## src/rtl/alu_secuencial.sv

```systemverilog
// alu_secuencial: registered ANCHO-bit ALU with valid/ready handshake on both
// sides. SUM/RES/AND/OR/XOR (and DIV/MOD by zero) answer one cycle after
// acceptance; PRO (shift-add) and DIV/MOD (restoring) iterate ANCHO cycles.
// Optional macro ALU_SIGNO_EN adds the Con_signo input for two's-complement
// operation; the default build is unsigned only.
module alu_secuencial #(
   parameter int ANCHO = 8
) (
   input  logic               Reloj,
   input  logic               Reset_n,
   input  logic [2:0]         Codigo_OP,
   input  logic [ANCHO-1:0]   Dato0,
   input  logic [ANCHO-1:0]   Dato1,
`ifdef ALU_SIGNO_EN
   input  logic               Con_signo,
`endif
   input  logic               En_valido,
   output logic               En_listo,
   output logic [2*ANCHO-1:0] Resultado,
   output logic               banderaA,
   output logic               banderaB,
   output logic               banderaC,
   output logic               Sal_valido,
   input  logic               Sal_listo
);
   localparam int ANCHO_CNT = $clog2(ANCHO + 1);
   localparam int W2        = 2 * ANCHO;

   typedef enum logic [2:0] {
      OP_SUM = 3'b000, OP_RES = 3'b001, OP_PRO = 3'b010, OP_DIV = 3'b011,
      OP_MOD = 3'b100, OP_AND = 3'b101, OP_OR  = 3'b110, OP_XOR = 3'b111
   } op_e;

   typedef enum logic [1:0] {REPOSO, CALCULO, ENTREGA} estado_e;

   estado_e              estado;
   op_e                  op_q;
   logic [ANCHO-1:0]     m_q;      // multiplicand (PRO) or divisor (DIV/MOD)
   logic [W2-1:0]        acc;      // {partial product, multiplier} or {remainder, quotient}
   logic [ANCHO_CNT-1:0] cnt;
   logic                 signo_q;
   logic                 neg_q;    // negate product / quotient at the end
   logic                 neg_r_q;  // negate remainder at the end
   logic                 ovf_q;    // most-negative / -1

   logic                 signo_in;
   op_e                  op_in;

`ifdef ALU_SIGNO_EN
   assign signo_in = Con_signo;
`else
   assign signo_in = 1'b0;
`endif
   assign op_in = op_e'(Codigo_OP);

   // Iterative datapaths work on magnitudes; signs are reapplied at the end.
   logic             neg0, neg1;
   logic [ANCHO-1:0] abs0, abs1;
   assign neg0 = signo_in & Dato0[ANCHO-1];
   assign neg1 = signo_in & Dato1[ANCHO-1];
   assign abs0 = neg0 ? -Dato0 : Dato0;
   assign abs1 = neg1 ? -Dato1 : Dato1;

   function automatic logic [W2-1:0] ext(input logic [ANCHO-1:0] v, input logic s);
      return {{ANCHO{s & v[ANCHO-1]}}, v};
   endfunction

   logic [ANCHO:0]  suma, resta;
   logic [W2-1:0]   res_inm;
   logic            fa_inm, fc_inm, itera;

   // Single-cycle results, computed straight from the presented operands.
   always_comb begin
      suma    = {neg0, Dato0} + {neg1, Dato1};
      resta   = {neg0, Dato0} - {neg1, Dato1};
      res_inm = '0;
      fa_inm  = 1'b0;
      fc_inm  = 1'b0;
      itera   = 1'b0;
      case (op_in)
         OP_SUM: begin
            // exact (ANCHO+1)-bit sum; zero-extended when unsigned
            res_inm = {{(ANCHO-1){signo_in & suma[ANCHO]}}, suma};
            fa_inm  = signo_in ? (suma[ANCHO] ^ suma[ANCHO-1]) : suma[ANCHO];
         end
         OP_RES: begin
            res_inm = signo_in ? {{(ANCHO-1){resta[ANCHO]}}, resta}
                               : {{ANCHO{1'b0}}, resta[ANCHO-1:0]};
            fa_inm  = signo_in ? (resta[ANCHO] ^ resta[ANCHO-1]) : resta[ANCHO];
         end
         OP_PRO:         itera = 1'b1;
         OP_DIV, OP_MOD: begin
            if (Dato1 == '0) fc_inm = 1'b1;
            else             itera  = 1'b1;
         end
         OP_AND:  res_inm = ext(Dato0 & Dato1, signo_in);
         OP_OR:   res_inm = ext(Dato0 | Dato1, signo_in);
         OP_XOR:  res_inm = ext(Dato0 ^ Dato1, signo_in);
         default: res_inm = '0;
      endcase
   end

   logic [ANCHO:0]   suma_it, despl, dif_it;
   logic [W2-1:0]    acc_nxt, res_it;
   logic [ANCHO-1:0] q_fin, r_fin;
   logic             fa_it;

   // One shift-add or restoring-division step, plus the sign fix-up applied
   // on the last step so the result lands in Resultado on that same edge.
   always_comb begin
      suma_it = {1'b0, acc[W2-1:ANCHO]} + (acc[0] ? {1'b0, m_q} : '0);
      despl   = {acc[W2-1:ANCHO], acc[ANCHO-1]};
      dif_it  = despl - {1'b0, m_q};
      if (op_q == OP_PRO)
         acc_nxt = {suma_it, acc[ANCHO-1:1]};
      else
         acc_nxt = {(dif_it[ANCHO] ? despl[ANCHO-1:0] : dif_it[ANCHO-1:0]),
                    acc[ANCHO-2:0], ~dif_it[ANCHO]};
      q_fin  = neg_q   ? -acc_nxt[ANCHO-1:0]  : acc_nxt[ANCHO-1:0];
      r_fin  = neg_r_q ? -acc_nxt[W2-1:ANCHO] : acc_nxt[W2-1:ANCHO];
      res_it = '0;
      fa_it  = 1'b0;
      case (op_q)
         OP_PRO: begin
            res_it = neg_q ? -acc_nxt : acc_nxt;
            fa_it  = signo_q ? (res_it[W2-1:ANCHO] != {ANCHO{res_it[ANCHO-1]}})
                             : (res_it[W2-1:ANCHO] != '0);
         end
         OP_DIV: begin
            res_it = ext(q_fin, signo_q);
            fa_it  = ovf_q;
         end
         OP_MOD:  res_it = ext(r_fin, signo_q);
         default: res_it = '0;
      endcase
   end

   // Control FSM: accept in REPOSO, iterate in CALCULO, hold result in ENTREGA.
   always_ff @(posedge Reloj) begin
      if (!Reset_n) begin
         estado     <= REPOSO;
         En_listo   <= 1'b1;
         Sal_valido <= 1'b0;
         Resultado  <= '0;
         banderaA   <= 1'b0;
         banderaB   <= 1'b0;
         banderaC   <= 1'b0;
         op_q       <= OP_SUM;
         m_q        <= '0;
         acc        <= '0;
         cnt        <= '0;
         signo_q    <= 1'b0;
         neg_q      <= 1'b0;
         neg_r_q    <= 1'b0;
         ovf_q      <= 1'b0;
      end else begin
         case (estado)
            REPOSO: begin
               if (En_valido) begin
                  op_q     <= op_in;
                  signo_q  <= signo_in;
                  neg_q    <= neg0 ^ neg1;
                  neg_r_q  <= neg0;
                  ovf_q    <= signo_in && (op_in == OP_DIV) &&
                              (Dato0 == {1'b1, {(ANCHO-1){1'b0}}}) && (&Dato1);
                  m_q      <= (op_in == OP_PRO) ? abs0 : abs1;
                  acc      <= {{ANCHO{1'b0}}, ((op_in == OP_PRO) ? abs1 : abs0)};
                  cnt      <= ANCHO_CNT'(ANCHO);
                  En_listo <= 1'b0;
                  if (itera) begin
                     estado <= CALCULO;
                  end else begin
                     estado     <= ENTREGA;
                     Sal_valido <= 1'b1;
                     Resultado  <= res_inm;
                     banderaA   <= fa_inm;
                     banderaB   <= (res_inm == '0);
                     banderaC   <= fc_inm;
                  end
               end
            end
            CALCULO: begin
               acc <= acc_nxt;
               cnt <= cnt - ANCHO_CNT'(1);
               if (cnt == ANCHO_CNT'(1)) begin
                  estado     <= ENTREGA;
                  Sal_valido <= 1'b1;
                  Resultado  <= res_it;
                  banderaA   <= fa_it;
                  banderaB   <= (res_it == '0);
                  banderaC   <= 1'b0;
               end
            end
            ENTREGA: begin
               if (Sal_listo) begin
                  estado     <= REPOSO;
                  Sal_valido <= 1'b0;
                  En_listo   <= 1'b1;
               end
            end
            default: estado <= REPOSO;
         endcase
      end
   end
endmodule

```

## config.mk

```make
export PLATFORM = sky130hd
export DESIGN_NAME = alu_secuencial
export DESIGN_NICKNAME = d
export VERILOG_FILES = /design/src/rtl/alu_secuencial.sv
export SDC_FILE = /design/constraint.sdc
export NUM_CORES = 1
export LEC_CHECK = 0
export ABC_AREA = 1
export CAP_MARGIN = 0
export CORE_MARGIN = 2
export CORE_UTILIZATION = 50
export DETAILED_ROUTE_END_ITERATION = 10
export HOLD_SLACK_MARGIN = 0.12
export PLACE_DENSITY = 0.78
export SETUP_SLACK_MARGIN = 0.5
export SLEW_MARGIN = 10
export SYNTH_ARGS = -nofsm -noshare
export SYNTH_HDL_FRONTEND = slang
export SYNTH_SLANG_ARGS = --single-unit
```

## constraint.sdc

```tcl
create_clock -name Reloj -period 5.14 [get_ports Reloj]
set_clock_uncertainty 0.15 [all_clocks]
set_input_delay 1.285 -clock Reloj [delete_from_list [all_inputs] [get_ports Reloj]]
set_output_delay 1.285 -clock Reloj [all_outputs]
set_load 0.005 [all_outputs]
```

==> results.cfg <==
[outcome]
status = finished, final reports clean

[logic_synthesis]
synth.ff_latch_count = 54
synth_top_area_cell = sky130_fd_sc_hd__dfxtp_1
netlist_top_cells_area = sky130_fd_sc_hd__dfxtp_1, sky130_fd_sc_hd__nand2_1, sky130_fd_sc_hd__ha_1
netlist_area_um2 = 4820
ys.flop_type = sky130_fd_sc_hd__dfxtp_1
synth_top_cell_area_share = 0.224
synth_enable_flop_cells = 0
synthesis.nets = 860
avgSynthCellArea_um2 = 6.10
synth-seq-area-share = 0.224
yosysWarningCount = 0
netlist-cell-type-count = 43
netlist_instances = 791
synth-async-reset-ratio = 0

[clocking]
cts_post_setup_buffers_inserted = 0
clk_transition_reported_paths_ns = 0.11
tritoncts_clock_tree = built
clock_latency_ns = 0.32
clkSinkCount = 54
post_cts_resize_count = 0
ctsLongestPathBuffers = 2
root_buffer = sky130_fd_sc_hd__clkbuf_8
cts-buffers-inserted = 5
cts.hold.buffers_added = 0
ctsHtreeMaxLevel = 2

[layout]
antenna-diode-count = 0
fin_cells = 950
post_route_cells_drive_above_1_share = 0.0365
mostFrequentLayoutCell = sky130_fd_sc_hd__nand2_1
fillCellCount = 933
design_area_um2 = 5450
most_used_cells_in_the_layout_excluding_fill_and_tap_cells = sky130_fd_sc_hd__nand2_1, sky130_fd_sc_hd__inv_1, sky130_fd_sc_hd__a21oi_1
multiInputGateArea_um2 = 3160
synth_to_layout_area_growth_pct = 13.1
num-nets-final = 889
layout.area.seq_um2 = 1080

[die]
die_x_um = 102
die_area_um2 = 10400
design.core.area_um2 = 9280
initial_core_util = 0.519
die_height_um = 102
fp-row-count = 35
io_pins = 44

[placement]
dp_cells = 942
placement.setup.worst_slack_ns = 1.13
finalWeightedCongestion = 0.991
dpl_cell_area_um2 = 5340
buffer_ports.inserted = 43
dp_hpwl_mm = 11.3

[worst_setup_path]
critPathLaunchType = input pin
critical_path.max_fanout = 8
required_ns = 5.16
reg2reg_setup_slack_ns = 2.19
endpoint_kind = register
worst_ep_arrival_time_ns = 3.76
critical_path_class = in2reg

[global_route]
track_usage = 0.276
grt_pass1_wl_mm = 22.9
number_of_global_route_vias_before_repair = 4855
antenna_found_initial = 0
overflow = 0
pin_count_of_the_biggest_net_entering_global_routing = 32

[sta]
report.final.hold_viol_count = 0
max_freq_ghz = 0.267
maxSlewViolCount = 0
tightest_slew_ns = 1.16
maxSlewHeadroom = 0.224
fin_tns_setup_ns = 0
setup_ws_ns = 1.40
layout_worst_path_cycle_share = 0.727
setup_viol = 0
grt_setup_unrepaired = no
layout_min_cycle_time_ns = 3.74

[power]
p_leak_nw = 2.66
power_density_nw_per_um2 = 291
vdd_ir_drop_max_mv = 0.232
tot_pwr_w = 0.00159

[route]
drt.antenna.violating_nets = 0
final_routed_wire_length_divided_by_cell_count_um = 14.9
route.final.wire_length_mm = 14.1
dr_total_vias = 5278
drt_drc_violations_left = 0
initial_drt_markers = 302
route.detailed.vias_per_inst = 5.56
drt-pass1-iter-count = 5

[run]
timing.max_cap.violations = 0

[worst_hold_path]
holdCritPathClass = reg2reg
[metal layers]
metal | vias up | share of wire | wire, µm | global-route usage
met4 | 0 | 0.032 | 449 | 0.0964
met5 | - | 0 | 0 | 0
met2 | 190 | 0.48 | 6710 | 0.481
met1 | 2412 | 0.44 | 6210 | 0.348
met3 | 33 | 0.054 | 756 | 0.0404
li1 | 2643 | - | - | -
[report_power, final]
group | total (W) | switching [W] | internal [W]
combinational | 0.000752 | 0.000482 | 0.000270
sequential | 0.000533 | 0.0000552 | 0.000478
clock | 0.000300 | 0.000152 | 0.000148
[metrics by stage]
stage | hold WS, ns | util
final | 0.318 | 0.587
after global routing | 0.339 | 0.587
after CTS | 0.315 | 0.587
after detailed placement | 0.300 | 0.575
after global placement | 0.293 | 0.575
after floorplan | 0.293 | -
[cell type report]
cell class              instances  share of cell area
clock buffers                   5              0.0126
clock inverters                 3             0.00872
inverters                     125              0.0860
multi-input cells             587               0.580
flip-flops and latches         54               0.198
well taps                     129              0.0296
repair buffers                 47              0.0844
[worst max-delay path, stage by stage]
cell and delay [ns]:
sky130_fd_sc_hd__clkdlybuf4s50_1 0.58, sky130_fd_sc_hd__inv_1 0.13, sky130_fd_sc_hd__ha_1 0.44, sky130_fd_sc_hd__inv_1 0.18
sky130_fd_sc_hd__nand2_1 0.09, sky130_fd_sc_hd__nand2_1 0.05, sky130_fd_sc_hd__a31oi_1 0.23, sky130_fd_sc_hd__nand2_1 0.12
sky130_fd_sc_hd__nor2_1 0.09, sky130_fd_sc_hd__o21ai_0 0.09, sky130_fd_sc_hd__nor2_1 0.18, sky130_fd_sc_hd__nand2_1 0.07
sky130_fd_sc_hd__nand3_1 0.13, sky130_fd_sc_hd__a21oi_1 0.08
[sequential cells by signal, summed over array words and instances (netlist names), 2 cells and up]
register   count
m_q            8
Resultado     16
cnt            4
acc           16
op_q           3
estado         2
[path summary, 6_finish.rpt]
check,from,endpoint,depth (start not counted)
min reg2reg,Resultado[10],Resultado[10],2
max reg2reg,op_q[2],banderaB,13
max,Dato1[6],Resultado[7],14
min,Resultado[10],Resultado[10],2
[cells by family after synthesis]
logic type                 after synthesis  synth area share
adders and majority gates               46             0.126
buffers and inverters                  150             0.120
xor gates and xnor gates                 3           0.00545
DFF                                     54             0.224
and+or+nand+nor                        376             0.335
AOI/OAI and AO/OA                      162             0.190
[cells in the mapped netlist, drive strengths merged (4+ instances only)]
cell type  number
nand2         212
inv           125
a21oi          72
nand3          67
nor2           62
dfxtp          54
o21ai          52
ha             42
clkbuf         17
o211ai         17
nand4          13
nor3            9
buf             8
nand3b          8
a31oi           6
fa              4
No activity file was read; power rests on OpenSTA's default activity.
